[src/rtl/hdmi_rx_cfg_seq.sv]
// hdmi_rx_cfg_seq: ADV7611 reset and init-table sequencer sharing one I2C master
// with single manual read/write transactions while idle.
module hdmi_rx_cfg_seq #(
  parameter logic [11:0] TABLE_LEN = 12'h127,
  parameter int RST_HOLD = 50000,
  parameter int SWRST_WAIT = 300000,
  parameter int REQ_TIMEOUT = 1024
) (
  input  logic        clk_50,
  input  logic        reset,
  input  logic        start,
  output logic [11:0] rom_addr,
  input  logic [23:0] rom_data,
  output logic        i2c_req,
  output logic        i2c_wr,
  output logic [7:0]  i2c_len,
  output logic [6:0]  i2c_addr,
  output logic [7:0]  i2c_saddr,
  output logic [7:0]  i2c_tx,
  input  logic        i2c_busy,
  input  logic [7:0]  i2c_rx,
  input  logic        man_req,
  input  logic        man_wr,
  input  logic [6:0]  man_addr,
  input  logic [7:0]  man_saddr,
  input  logic [7:0]  man_data,
  output logic        man_ack,
  output logic [7:0]  man_rdata,
  output logic        rx_reset_n,
  output logic        active,
  output logic        done,
  output logic        err,
  output logic [11:0] index
);
  typedef enum logic [3:0] {
    IDLE, HOLD_RST, SWRST, SW_WAIT, FETCH, LOAD, REQ, XFER, MAN_REQ, MAN_XFER
  } state_e;
  localparam logic [18:0] RST_LAST = 19'(RST_HOLD - 1);
  localparam logic [18:0] SW_LAST  = 19'(SWRST_WAIT - 1);
  localparam logic [18:0] TO_LAST  = 19'(REQ_TIMEOUT - 1);
  state_e      state_q;
  logic [18:0] cnt_q;
  logic        boot_q, arm_q, sw_q;
  logic        req_st, timeout, fin_tbl, fin_man;
  logic [11:0] index_nx;
  assign req_st   = state_q == REQ || state_q == MAN_REQ;
  assign timeout  = req_st && i2c_req && !i2c_busy && cnt_q == TO_LAST;
  // A timed-out request completes exactly like a transfer whose busy fell.
  assign fin_tbl  = (state_q == XFER && !i2c_busy) || (state_q == REQ && timeout);
  assign fin_man  = (state_q == MAN_XFER && !i2c_busy) || (state_q == MAN_REQ && timeout);
  assign index_nx = index + 12'd1;
  assign rom_addr = index;
  assign i2c_len  = 8'd1;
  always_ff @(posedge clk_50) begin
    if (reset) begin
      state_q    <= IDLE;
      cnt_q      <= '0;
      boot_q     <= 1'b1;
      arm_q      <= 1'b1;
      sw_q       <= 1'b0;
      i2c_req    <= 1'b0;
      i2c_wr     <= 1'b1;
      i2c_addr   <= '0;
      i2c_saddr  <= '0;
      i2c_tx     <= '0;
      rx_reset_n <= 1'b1;
      man_ack    <= 1'b0;
      man_rdata  <= '0;
      active     <= 1'b0;
      done       <= 1'b0;
      err        <= 1'b0;
      index      <= '0;
    end else begin
      man_ack <= 1'b0;
      if (!man_req) arm_q <= 1'b1;
      // A master left busy by an earlier reset must go idle before a new request.
      if (req_st) begin
        if (!i2c_req) begin
          if (!i2c_busy) begin
            i2c_req <= 1'b1;
            cnt_q   <= '0;
          end
        end else if (i2c_busy) begin
          i2c_req <= 1'b0;
          state_q <= (state_q == REQ) ? XFER : MAN_XFER;
        end else if (timeout) begin
          i2c_req <= 1'b0;
          err     <= 1'b1;
        end else cnt_q <= cnt_q + 19'd1;
      end
      if (fin_tbl) begin
        if (sw_q) begin
          state_q <= SW_WAIT;
          cnt_q   <= '0;
        end else begin
          index   <= index_nx;
          state_q <= (index_nx == TABLE_LEN) ? IDLE : FETCH;
          if (index_nx == TABLE_LEN) begin
            done   <= 1'b1;
            active <= 1'b0;
          end
        end
      end
      if (fin_man) begin
        if (!i2c_wr) man_rdata <= i2c_rx;
        man_ack <= 1'b1;
        state_q <= IDLE;
      end
      case (state_q)
        IDLE:
          if (boot_q || start) begin
            state_q    <= HOLD_RST;
            boot_q     <= 1'b0;
            cnt_q      <= '0;
            rx_reset_n <= 1'b0;
            active     <= 1'b1;
            done       <= 1'b0;
            index      <= '0;
          end else if (man_req && arm_q) begin
            arm_q     <= 1'b0;
            i2c_wr    <= man_wr;
            i2c_addr  <= man_addr;
            i2c_saddr <= man_saddr;
            i2c_tx    <= man_data;
            state_q   <= MAN_REQ;
          end
        HOLD_RST:
          if (cnt_q == RST_LAST) begin
            rx_reset_n <= 1'b1;
            state_q    <= SWRST;
          end else cnt_q <= cnt_q + 19'd1;
        SWRST: begin
          i2c_wr    <= 1'b1;
          i2c_addr  <= 7'h4C;
          i2c_saddr <= 8'hFF;
          i2c_tx    <= 8'h80;
          sw_q      <= 1'b1;
          state_q   <= REQ;
        end
        SW_WAIT:
          if (cnt_q == SW_LAST) state_q <= FETCH;
          else cnt_q <= cnt_q + 19'd1;
        FETCH: state_q <= LOAD;
        LOAD:
          if (rom_data == 24'd0) begin
            done    <= 1'b1;
            active  <= 1'b0;
            state_q <= IDLE;
          end else begin
            i2c_wr    <= 1'b1;
            i2c_addr  <= rom_data[23:17];
            i2c_saddr <= rom_data[15:8];
            i2c_tx    <= rom_data[7:0];
            sw_q      <= 1'b0;
            state_q   <= REQ;
          end
        default: ;
      endcase
    end
  end
endmodule

[config.mk]
export PLATFORM = sky130hd
export DESIGN_NAME = hdmi_rx_cfg_seq
export DESIGN_NICKNAME = d
export VERILOG_FILES = /design/src/rtl/hdmi_rx_cfg_seq.sv
export SDC_FILE = /design/constraint.sdc
export NUM_CORES = 1
export LEC_CHECK = 0
export ABC_AREA = 0
export CORE_ASPECT_RATIO = 0.8
export CORE_UTILIZATION = 48
export CTS_CLUSTER_DIAMETER = 120
export DETAILED_ROUTE_END_ITERATION = 6
export PLACE_DENSITY = 0.82
export SKIP_LAST_GASP = 1
export SYNTH_ARGS = -nofsm -noshare
export SYNTH_HDL_FRONTEND = slang
export SYNTH_SLANG_ARGS = --single-unit
export TNS_END_PERCENT = 100
[constraint.sdc]
create_clock -name clk_50 -period 2.7 [get_ports clk_50]
set_clock_uncertainty 0.2 [all_clocks]
set_input_delay 0.27 -clock clk_50 [delete_from_list [all_inputs] [get_ports clk_50]]
set_output_delay 0.27 -clock clk_50 [all_outputs]
set_load 0.05 [all_outputs]
==> impl_results.md <==
- Status: complete, no violations
- Area growth syn-to-layout: 35.1%
- Gr usage total: 25.9%
- Final hold vios: 0
- Clock root cell: clkbuf_8
- Worst rel slew slack: 49.4%
- Max Cap Violations: 0
- Syn Inst Count: 522
- CTS tree: done
- Cell Area, Synth: 0.00430 sq mm
- Initial DRT Pass Iterations: 5
- Worst endpoint required time: 2780 ps
- Core Rows: 30
- Worst path arrival time: 2630 ps
- Crit path launch type: flip-flop
- Worst slew pin tran: 753 ps
- Most frequent cell after synthesis: dfxtp_1
- Tmin final: 2550 ps
- First-pass GRT wire length: 19.3 mm
- Crit Path Category: flip-flop to flip-flop
- GP Congestion: 0.873
- Pin count of the biggest net entering global routing: 48
- ANT nets after route: 0
- Initial antenna violation count: 0
- Pwr dens: 492 mW/mm^2
- Core Area: 0.00860 sq mm
- Period utilization: 94.3%
- Area leader, netlist: dfxtp_1
- # fillers: 703
- Sequential area share after synthesis: 35.4%
- Asr flop ratio synth: 0%
- Fin cells: 747
- H-tree depth: 3
- Die H: 86.7 microns
- Residual DRC: 0
- Fmax: 393 MHz
- Reg clk slew, reported paths: 80 ps
- PortBufs: 122
- Final setup viols: 0
- Worst hold path class: input pin to flip-flop
- Leakage power: 2.04 nW
- Slew Viols, Final: 0
- Initial DRC count: 395
- Most instantiated cells after synthesis: dfxtp_1 (76), nor2_1 (46), nand2_1 (42)
- Grt ovf: 0
- Crit path max fanout: 15
- Via Count: 4489
- Synth top area share: 35.4%
- CTS Buffer Depth: 2
- Max VDD drop: 0.319 mV
- Dpl cells: 730
- Layout Nets: 694
- Yosys reg bits: 76
- Crit. End Element: flip-flop
- Synth Flop Type: dfxtp_1
- Vias per cell: 6.01
- WL final: 12.4 mm
- Mean post-synth cell area: 8.24 sq um
- Clock tree sinks: 76
- IO Pins: 131
- Vias in the first global route: 4116
- ANT cells: 0
- DPL Wire Length: 8.91 mm
- Synth warn: 0
- Share of cells above drive strength 1: 9.76%
- Num CTS Buffers: 9
- Synth cell types: 70
- Setup repair after global routing missed its margin: no
- Number of setup buffers added after CTS: 0
- EDFF count, synth: 0
- Clk_lat worst skew: 360 ps
- Initial Util: 50.1%
- Synth area leaders: dfxtp_1 (35%), a311oi_1 (4.9%), buf_4 (4.0%), nor2_1 (4.0%), nand3_1 (3.7%)
- Routed len/inst: 16.7 microns
- Total Power: 2.86 mW
- Chip Width: 108 microns
- Die area: 0.00935 sq mm
cells in the final DEF, fill, tap and decap left out, drive strengths merged, types with 3 or more instances in the layout:
cell,netlist,layout
a211oi,3,3
a21oi,19,19
a311oi,24,24
a31oi,3,4
and3,5,5
buf,38,27
clkbuf,20,9
clkdlybuf4s50,0,121
clkinv,0,3
conb,2,8
dfxtp,76,76
ha,3,3
inv,22,23
mux2i,13,13
nand2,42,42
nand2b,5,5
nand3,32,32
nand3b,4,4
nand4,8,8
nor2,46,46
nor2b,3,3
nor3,11,11
nor4,14,14
o211ai,8,8
o21a,5,5
o21ai,24,24
o21bai,3,3
o22ai,3,3
o31ai,7,7
o32ai,11,11
or3,6,6
or4,7,7
xnor2,18,18
xor2,3,3
state kept, by name (all words and copies together), names as in the netlist:
name,cells
state_q,4
man_ack,1
rx_reset_n,1
i2c_req,1
sw_q,1
done,1
boot_q,1
i2c_saddr,8
man_rdata,8
arm_q,1
active,1
i2c_tx,8
err,1
i2c_addr,7
i2c_wr,1
cnt_q,19
index,12
power by group:
group	total (mW)	switching, mW	internal (mW)
Sequential	1.21	0.0419	1.17
Combinational	0.664	0.385	0.279
Clock	0.982	0.457	0.525
timing repair:
action	4_1_cts	5_1_grt
hold buffers	0	0
endpoints found under the setup margin	0	42
gates resized for setup	0	4
kinds of logic after synthesis:
kind of cell               share of synthesized area, %
other                                             0.175
DFF                                                35.4
adders and majority gates                         0.872
AOI/OAI and AO/OA                                  22.2
xor gates and xnor gates                           4.27
and+or+nand+nor                                    24.5
muxes                                              3.02
buffers and inverters                              9.68
per-stage QoR:
| step | cell area [sq um] | utilization [%] | hold slack (ps) | setup TNS [ps] | setup WS (ps) |
|---|---|---|---|---|---|
| global placement | 5560 | 64.7 | 249 | -3.33 | -3.33 |
| detailed placement | 5560 | 64.7 | 262 | -756 | -83.1 |
| floorplan | 4330 | - | 157 | 0 | 203 |
| CTS | 5780 | 67.3 | 90.6 | 0 | 77.0 |
| global route | 5810 | 67.6 | 113 | 0 | 16.0 |
| finish | 5810 | 67.6 | 102 | 0 | 154 |
critical path, cell delays in order, from the launching register on:
cell	delay [ps]
dfxtp_1	370
ha_1	260
nand2_1	150
nor3_2	270
and4_4	320
buf_4	170
or2_1	220
nand4b_4	260
o22ai_1	230
worst paths after layout:
kind,from,cells past startpoint,end,slack (ps)
worst max-delay path,cnt_q[0],8,cnt_q[4],150
worst max register to register,cnt_q[0],8,cnt_q[4],150
worst min-delay path,reset,2,cnt_q[7],100
worst min register to register,cnt_q[1],2,cnt_q[1],270
area by class of cell:
type	count	area, sq um	area share (%)
clock buffer	9	124	2.13
clock inverter	7	98.8	1.70
inverter	22	82.6	1.42
multi-input combinational	373	2430	41.8
sequential	76	1530	26.3
tap	112	140	2.41
timing repair buffer	148	1410	24.3
routing by layer:
layer	part of all wire (%)	GRT usage, %	wire [microns]	up-vias
met2	48	43.4	5990	195
met1	43	33.5	5380	2150
met4	1.9	8.72	240	0
met3	6.7	4.96	833	26
li1	-	-	-	2118
met5	0	0	0	-
Power figures use the tool's default switching activity.
